**src/rtl/task_2_out_pkg.sv**
```systemverilog
// task_2_pkg: shared definitions for the task_2 output stage.
// Holds the output state encoding, default sizing and the counter-width helper.
// The cut-through option is selected in task_2_out.sv via TASK_2_OUT_CUT_THROUGH_EN.
package task_2_pkg;

    typedef enum logic [1:0] {
        s_IDLE,
        s_COLLECT,
        s_DRAIN,
        s_DONE
    } task_output_enum;

    localparam int DEF_DATA_WIDTH = 8;
    localparam int DEF_NUM_WORDS  = 243;
    localparam int DEF_FIFO_DEPTH = 256;

    // Width of the word counters; they index 0..num_words-1 within one frame.
    function automatic int cnt_width(input int num_words);
        return (num_words > 1) ? $clog2(num_words) : 1;
    endfunction

endpackage

```
**src/rtl/task_2_out_if.sv**
```systemverilog
// task_2_out_if: groups the core-side write port and the stream-side sink port
// of the task_2 output stage. The master modport is the surrounding system,
// the slave modport is the output stage itself.
interface task_2_out_if
    import task_2_pkg::*;
#(
    parameter int DATA_WIDTH = DEF_DATA_WIDTH
);

    logic [DATA_WIDTH-1:0] i_data;
    logic                  i_enb;
    logic                  i_tready;
    logic [DATA_WIDTH-1:0] o_tdata;
    logic                  o_tvalid;
    logic                  o_tlast;
    logic                  o_output_last;
    logic                  o_overflow;

    modport master (
        output i_data,
        output i_enb,
        output i_tready,
        input  o_tdata,
        input  o_tvalid,
        input  o_tlast,
        input  o_output_last,
        input  o_overflow
    );

    modport slave (
        input  i_data,
        input  i_enb,
        input  i_tready,
        output o_tdata,
        output o_tvalid,
        output o_tlast,
        output o_output_last,
        output o_overflow
    );

endinterface

```
**src/rtl/task_2_sync_fifo.sv**
```systemverilog
// task_2_sync_fifo: single-clock FIFO used as the frame buffer of the task_2
// output stage. Registered read port (data appears the cycle after rd_en),
// synchronous clear, empty/full flags. Writes when full and reads when empty
// are ignored.
module task_2_sync_fifo
    import task_2_pkg::*;
#(
    parameter int DATA_WIDTH = DEF_DATA_WIDTH,
    parameter int FIFO_DEPTH = DEF_FIFO_DEPTH
) (
    input  logic                  i_clk,
    input  logic                  i_rst,
    input  logic                  wr_en,
    input  logic [DATA_WIDTH-1:0] wr_data,
    input  logic                  rd_en,
    output logic [DATA_WIDTH-1:0] rd_data,
    output logic                  empty,
    output logic                  full
);

    localparam int ADDR_W  = $clog2(FIFO_DEPTH);
    localparam int COUNT_W = ADDR_W + 1;

    logic [DATA_WIDTH-1:0] mem [FIFO_DEPTH];
    logic [ADDR_W-1:0]     wr_ptr;
    logic [ADDR_W-1:0]     rd_ptr;
    logic [COUNT_W-1:0]    count;
    logic                  do_write;
    logic                  do_read;

    assign empty    = (count == '0);
    assign full     = (count == COUNT_W'(FIFO_DEPTH));
    assign do_write = wr_en && !full;
    assign do_read  = rd_en && !empty;

    // Storage array, left without reset so it can map onto block RAM.
    always_ff @(posedge i_clk) begin
        if (do_write) begin
            mem[wr_ptr] <= wr_data;
        end
    end

    // Pointers, occupancy and the registered read port; clear empties the buffer.
    always_ff @(posedge i_clk) begin
        if (i_rst) begin
            wr_ptr  <= '0;
            rd_ptr  <= '0;
            count   <= '0;
            rd_data <= '0;
        end else begin
            if (do_write) begin
                wr_ptr <= wr_ptr + ADDR_W'(1);
            end
            if (do_read) begin
                rd_ptr  <= rd_ptr + ADDR_W'(1);
                rd_data <= mem[rd_ptr];
            end
            case ({do_write, do_read})
                2'b10:   count <= count + COUNT_W'(1);
                2'b01:   count <= count - COUNT_W'(1);
                default: count <= count;
            endcase
        end
    end

endmodule

```
**src/rtl/task_2_out.sv**
```systemverilog
// task_2_out: output stage of the task_2 datapath.
// Buffers one frame of NUM_WORDS processed words from the core, streams it to
// the sink with o_tlast on the final word, then pulses o_output_last so the
// input stage can request the next frame. Words arriving when they cannot be
// stored are dropped and latch o_overflow until reset.
// Build option TASK_2_OUT_CUT_THROUGH_EN: start streaming as soon as the buffer
// holds a word instead of waiting for the whole frame (store-and-forward when
// undefined).
module task_2_out
    import task_2_pkg::*;
#(
    parameter int DATA_WIDTH = DEF_DATA_WIDTH,
    parameter int NUM_WORDS  = DEF_NUM_WORDS,
    parameter int FIFO_DEPTH = DEF_FIFO_DEPTH
) (
    input logic         i_clk,
    input logic         i_rst,
    task_2_out_if.slave bus
);

    localparam int               CNT_W    = cnt_width(NUM_WORDS);
    localparam logic [CNT_W-1:0] LAST_IDX = CNT_W'(NUM_WORDS - 1);

`ifdef TASK_2_OUT_CUT_THROUGH_EN
    localparam bit CUT_THROUGH = 1'b1;
`else
    localparam bit CUT_THROUGH = 1'b0;
`endif

    task_output_enum       state;
    task_output_enum       next_state;
    logic [CNT_W-1:0]      wr_cnt;
    logic [CNT_W-1:0]      rd_cnt;
    logic                  out_valid;
    logic                  overflow;
    logic                  wr_allowed;
    logic                  rd_allowed;
    logic                  wr_fire;
    logic                  rd_fire;
    logic                  beat_xfer;
    logic                  tlast;
    logic                  drop;
    logic                  fifo_empty;
    logic                  fifo_full;
    logic [DATA_WIDTH-1:0] fifo_rd_data;

    // The FIFO read register doubles as the output register; out_valid marks
    // whether it currently holds an undelivered word.
    assign beat_xfer = out_valid && bus.i_tready;
    assign tlast     = out_valid && (rd_cnt == LAST_IDX);
    assign wr_fire   = bus.i_enb && wr_allowed && !fifo_full;
    assign drop      = bus.i_enb && !wr_fire;
    assign rd_fire   = rd_allowed && !fifo_empty && (!out_valid || beat_xfer);

    task_2_sync_fifo #(
        .DATA_WIDTH (DATA_WIDTH),
        .FIFO_DEPTH (FIFO_DEPTH)
    ) u_fifo (
        .i_clk   (i_clk),
        .i_rst   (i_rst),
        .wr_en   (wr_fire),
        .wr_data (bus.i_data),
        .rd_en   (rd_fire),
        .rd_data (fifo_rd_data),
        .empty   (fifo_empty),
        .full    (fifo_full)
    );

    // State register for the collect/drain sequencing.
    always_ff @(posedge i_clk) begin
        if (i_rst) begin
            state <= s_IDLE;
        end else begin
            state <= next_state;
        end
    end

    // Next state plus which side of the buffer each state lets run.
    always_comb begin
        next_state = state;
        wr_allowed = 1'b0;
        rd_allowed = 1'b0;
        case (state)
            s_IDLE: begin
                wr_allowed = 1'b1;
                rd_allowed = CUT_THROUGH;
                if (bus.i_enb && !fifo_full) begin
                    next_state = s_COLLECT;
                end
            end
            s_COLLECT: begin
                wr_allowed = 1'b1;
                rd_allowed = CUT_THROUGH;
                if (bus.i_enb && !fifo_full && (wr_cnt == LAST_IDX)) begin
                    next_state = s_DRAIN;
                end
            end
            s_DRAIN: begin
                rd_allowed = 1'b1;
                if (beat_xfer && tlast) begin
                    next_state = s_DONE;
                end
            end
            s_DONE: begin
                next_state = s_IDLE;
            end
            default: begin
                next_state = s_IDLE;
            end
        endcase
    end

    // Word counters, output-register occupancy and the sticky drop flag.
    always_ff @(posedge i_clk) begin
        if (i_rst) begin
            wr_cnt    <= '0;
            rd_cnt    <= '0;
            out_valid <= 1'b0;
            overflow  <= 1'b0;
        end else begin
            if (wr_fire) begin
                wr_cnt <= (wr_cnt == LAST_IDX) ? '0 : wr_cnt + CNT_W'(1);
            end

            if (state == s_DONE) begin
                rd_cnt <= '0;
            end else if (beat_xfer) begin
                rd_cnt <= (rd_cnt == LAST_IDX) ? '0 : rd_cnt + CNT_W'(1);
            end

            if (rd_fire) begin
                out_valid <= 1'b1;
            end else if (beat_xfer) begin
                out_valid <= 1'b0;
            end

            if (drop) begin
                overflow <= 1'b1;
            end
        end
    end

    assign bus.o_tdata       = fifo_rd_data;
    assign bus.o_tvalid      = out_valid;
    assign bus.o_tlast       = tlast;
    assign bus.o_output_last = (state == s_DONE);
    assign bus.o_overflow    = overflow;

endmodule

```
**src/flat_wrapper.sv**
```systemverilog
// flat-port wrapper written by rule: the top's interface ports become plain ports
module task_2_out_flat import task_2_pkg::*;
#(
    parameter int DATA_WIDTH = DEF_DATA_WIDTH,
    parameter int NUM_WORDS  = DEF_NUM_WORDS,
    parameter int FIFO_DEPTH = DEF_FIFO_DEPTH
)
  (i_clk, i_rst, bus_i_data, bus_i_enb, bus_i_tready, bus_o_tdata, bus_o_tvalid, bus_o_tlast, bus_o_output_last, bus_o_overflow);
  task_2_out_if #(.DATA_WIDTH(DATA_WIDTH)) bus_i ();
  input logic i_clk;
  input logic i_rst;
  input wire logic [$bits(bus_i.i_data)-1:0] bus_i_data;
  input wire logic [$bits(bus_i.i_enb)-1:0] bus_i_enb;
  input wire logic [$bits(bus_i.i_tready)-1:0] bus_i_tready;
  output wire logic [$bits(bus_i.o_tdata)-1:0] bus_o_tdata;
  output wire logic [$bits(bus_i.o_tvalid)-1:0] bus_o_tvalid;
  output wire logic [$bits(bus_i.o_tlast)-1:0] bus_o_tlast;
  output wire logic [$bits(bus_i.o_output_last)-1:0] bus_o_output_last;
  output wire logic [$bits(bus_i.o_overflow)-1:0] bus_o_overflow;
  assign bus_i.i_data = bus_i_data;
  assign bus_i.i_enb = bus_i_enb;
  assign bus_i.i_tready = bus_i_tready;
  assign bus_o_tdata = bus_i.o_tdata;
  assign bus_o_tvalid = bus_i.o_tvalid;
  assign bus_o_tlast = bus_i.o_tlast;
  assign bus_o_output_last = bus_i.o_output_last;
  assign bus_o_overflow = bus_i.o_overflow;
  task_2_out #(.DATA_WIDTH(DATA_WIDTH), .NUM_WORDS(NUM_WORDS), .FIFO_DEPTH(FIFO_DEPTH)) u_core (.i_clk(i_clk), .i_rst(i_rst), .bus(bus_i));
endmodule
```
**config.mk**
```make
export PLATFORM = sky130hd
export DESIGN_NAME = task_2_out_flat
export DESIGN_NICKNAME = d
export VERILOG_FILES = /design/src/rtl/task_2_out_pkg.sv /design/src/rtl/task_2_out_if.sv /design/src/rtl/task_2_sync_fifo.sv /design/src/rtl/task_2_out.sv /design/src/flat_wrapper.sv
export SDC_FILE = /design/constraint.sdc
export NUM_CORES = 2
export LEC_CHECK = 0
export BUFFER_PORTS_ARGS = -buffer_cell sky130_fd_sc_hd__buf_2
export CORE_MARGIN = 5
export CORE_UTILIZATION = 55
export CTS_BUF_LIST = sky130_fd_sc_hd__clkbuf_8
export DETAILED_ROUTE_END_ITERATION = 7
export GPL_TIMING_DRIVEN = 0
export PLACE_DENSITY_LB_ADDON = 0.15
export REMOVE_ABC_BUFFERS = 1
export SLEW_MARGIN = 20
export SYNTH_ARGS = -nofsm -noshare
export SYNTH_HDL_FRONTEND = slang
export SYNTH_SLANG_ARGS = --single-unit
export TNS_END_PERCENT = 1
```
**constraint.sdc**
```tcl
create_clock -name i_clk -period 4 [get_ports i_clk]
set_input_delay 0.2 -clock i_clk [delete_from_list [all_inputs] [get_ports i_clk]]
set_output_delay 0.2 -clock i_clk [all_outputs]
set_load 0.01 [all_outputs]
```
==> key figures <==
Outcome
  • Status: completed

STA
  • Shortest period the worst path allows: around 4.0 ns
  • Max-slew violations: 0
  • Rel. slew slack: a little under a third
  • Hold Slack: around 0.17 ns
  • Clk_skew: between 0.06 and 0.07 ns
  • Final hold vios: 0
  • Max Fclk: between 0.2 and 0.3 GHz
  • Setup TNS: 0 ns
  • Unrepaired setup endpoints after global routing: true
  • Final Cycle Share: between 90 and 100%
  • Final worst slack: ~0.037 ns
  • Worst-Margin Slew: between 1 and 1.5 ns
  • Final setup fails: 0

Drt
  • DRC viols: 0
  • Wirelength, routed: 215 mm
  • Detail Route Antenna Nets: 0
  • Mean number of vias per cell: 6.53
  • Detailed Routing Iterations Pass 1: 6
  • Drt wl/cell: between 30 and 40 um
  • Via count: around 42000
  • Initial DRC count: between 5000 and 6000

Synthesis
  • Adder-cell share of the synthesized area: less than 1%
  • Simple-Gate Fraction of Synth Area: 3.08%
  • Ys Warns: 0
  • Post-synthesis cell type count: 74
  • Syn Area/Cell: 20.6 um2
  • Seq/Total Area, Yosys: 76.1%
  • Most instantiated cells after synthesis: edfxtp_1 (2048), mux4_2 (491), nor2_1 (337)
  • Post-synthesis async set-or-reset flop share: 0%
  • Mux contribution to synthesized area: 15.5%
  • Commonest register cell after synthesis: edfxtp_1
  • Count leader, synth: edfxtp_1
  • Area share of xor/xnor cells in the synthesized design: 0.330%
  • Yosys reg bits: between 2000 and 2500
  • EDFF count, synth: between 2000 and 2500
  • Post-Syn Area: 82200 um2
  • Compound-Gate Fraction of Synth Area: roughly 2.9%
  • Top post-synthesis cells by area: edfxtp_1 (75%), mux4_2 (13%), mux2i_1 (1.9%)
  • Synthesized instance count: ~4000
  • Main combinational cell family by area after synthesis: multiplexers
  • Top cell type's share of synthesized area: about three quarters
  • Synth area leader: edfxtp_1

Power
  • Total power: 45.9 mW
  • P_leak: between 20 and 30 nW
  • Combinational power share: 10.9%
  • Switch share: about a quarter
  • Worst VDD drop: approximately 0.00033 V
  • Pint: between 30 and 40 mW
  • Clock power frac: 36.0%
  • Power density over the cells: about 500 nW/um2
  • Psw: about 11 mW
  • Reg power frac: 53.1%

Setup path
  • Crit path max fanout: between 40 and 50
  • Slowest CP cell: o21ai_1
  • Crit. End Element: register
  • CP Data Arrival Time: 4.93 ns
  • Cell chain of the critical path: buf_12 -> buf_16 -> buf_16 -> buf_16 -> nor2b_4 -> buf_4 -> a221oi_1 -> a21oi_1 -> o21ai_0 -> o21ai_1 -> o21ai_1 -> a32o_1
  • Top cell by count, worst path: buf_16
  • Max stage delay on crit path: about 0.52 ns
  • Req. time, crit path: between 4 and 5 ns
  • Critical path launch point type: register
  • CP Class: reg2reg

Floorplanning
  • Horiz. Die Dim: around 400 um
  • Row count: about 140
  • Die Ht: 397 um
  • Initial Util: a little under three fifths
  • Die area: 157000 um2
  • # IOs: 24
  • Core area: about 150000 um2

Clocking
  • Clock Pin Slew Worst Setup and Hold Paths: about 0.07 ns
  • CTS H-tree depth: 5
  • Root Driver: clkbuf_8
  • TritonCTS clock tree: yes
  • Clk_lat worst skew: just over 1 ns
  • Clock tree buffer depth: 4
  • Num CTS Buffers: about 350
  • Sink Count: about 2100

Placement
  • Worst slack, placed: -1.68 ns
  • Final Wtd Congestion: just over 0.8
  • I/O Buffers: 23
  • Post-DP HPWL: between 100 and 150 mm

Finish
  • Area Growth Syn to Fin: 12.1%
  • Final Net Count: roughly 4300
  • Post-layout util: approximately 62%
  • Fraction of layout cells with a size suffix above 1: between 20% and 30%
  • Layout fillers: 10300

Global routing
  • GR Overflow Total: 0
  • Initial antenna violation count: 7
  • Vias in the first global route: roughly 42000
  • GRT Util Overall: 27.5%
  • Largest net degree at the start of global routing: approximately 130
  • First-pass GRT wire length: roughly 300 mm

Run
  • MaxCap Viol Count: 0

Min path
  • Hold Path Class: in2reg
## power groups by stage
| stage | Sequential (mW) | Clock (mW) | Combinational (mW) |
|---|---|---|---|
| after floorplan | 25.1 | 0 | 2.38 |
| after global placement | 25.2 | 0 | 2.99 |
| after detailed placement | 24.8 | 0 | 4.66 |
| after CTS | 24.4 | 16.8 | 4.95 |
| after global routing | 24.4 | 17.9 | 5.26 |
| final | 24.4 | 16.5 | 4.99 |
## stage by stage
step,cell area [um2],cells
after CTS,92000,6406
after global routing,92100,6420
after global placement,83400,5716
after floorplan,80800,3763
after detailed placement,85500,5789
final,92100,6424
## flip-flops by register name (all words and copies together) (netlist names)
name,count
u_core.u_fifo.wr_ptr,8
u_core.rd_cnt,8
u_core.bus.o_overflow,1
u_core.state,2
u_core.bus.o_tvalid,1
u_core.wr_cnt,8
u_core.u_fifo.rd_data,8
u_core.u_fifo.rd_ptr,8
u_core.u_fifo.count,9
u_core.u_fifo.mem,2048
## cell type report
cell class | count | area, um2 | share of cell area (%)
repair buffers | 143 | 2590 | 2.81
multi-input cells | 1644 | 18600 | 20.1
flip-flops and latches | 2101 | 62600 | 67.9
diodes | 6 | 15.0 | 0.0163
well taps | 1930 | 2410 | 2.62
clock buffers | 359 | 4940 | 5.36
clock inverters | 223 | 947 | 1.03
inverters | 18 | 86.3 | 0.0937
## placed cells by master, fill, tap and decap left out, drive strengths merged, types with 7 or more instances in the layout
master / count
dlygate4sd3: 14
buf: 122
clkinvlp: 8
inv: 128
dfxtp: 53
mux2i: 158
a21oi: 64
clkbuf: 360
mux4: 492
nand4: 13
o22ai: 23
nor2: 337
o21ai: 34
a31oi: 11
nand3: 40
and3: 11
xnor2: 18
a22o: 13
o211ai: 14
edfxtp: 2048
o221ai: 13
nor4: 7
a211oi: 22
nor3: 13
nor2b: 14
a21o: 7
a22oi: 59
and2: 7
nand2: 133
ha: 22
a221oi: 27
clkinv: 103
xor2: 13
## path summary, 6_finish.rpt
kind / startpoint / end / slack, ns / depth (start not counted)
setup reg to reg: u_core.u_fifo.rd_ptr[1] / u_core.u_fifo.rd_data[3] / 0.04 / 12
setup / recovery: u_core.u_fifo.rd_ptr[1] / u_core.u_fifo.rd_data[3] / 0.04 / 12
hold / removal: bus_i_data[1] / u_core.u_fifo.mem[197][1] / 0.17 / 2
hold reg to reg: u_core.wr_cnt[6] / u_core.wr_cnt[6] / 0.51 / 2
## worst max-delay path, delay by kind of cell, from the launching register on
family | cells | cell delay [ns]
AOI/OAI and AO/OA | 6 | 2.10
DFF | 1 | 0.46
buffers and inverters | 5 | 1.10
and+or+nand+nor | 1 | 0.17
## kinds of logic after synthesis
kind of cell	count (synthesis)
buffers and inverters	250
and+or+nand+nor	599
adders and majority gates	23
DFF	2101
xor gates and xnor gates	31
muxes	654
AOI/OAI and AO/OA	337
## metal layers
| metal | GRT usage (%) | vias to the layer above | part of all wire (%) |
|---|---|---|---|
| li1 | - | 17100 | - |
| met1 | 39.0 | 22100 | 39 |
| met2 | 41.5 | 2240 | 46 |
| met3 | 7.20 | 518 | 10 |
| met4 | 11.1 | 0 | 4.3 |
| met5 | 0 | - | 0 |
## repair_timing
action | 4_1_cts | 5_1_grt
pin swaps | 2 | 4
buffers inserted | 15 | 11
resized for setup | 25 | 10
endpoints found under the hold margin | 1730 | 0
hold buffers | 14 | 0
gates cloned | 6 | 1
setup endpoints to repair | 963 | 8
No activity file was read; power rests on OpenSTA's default activity.
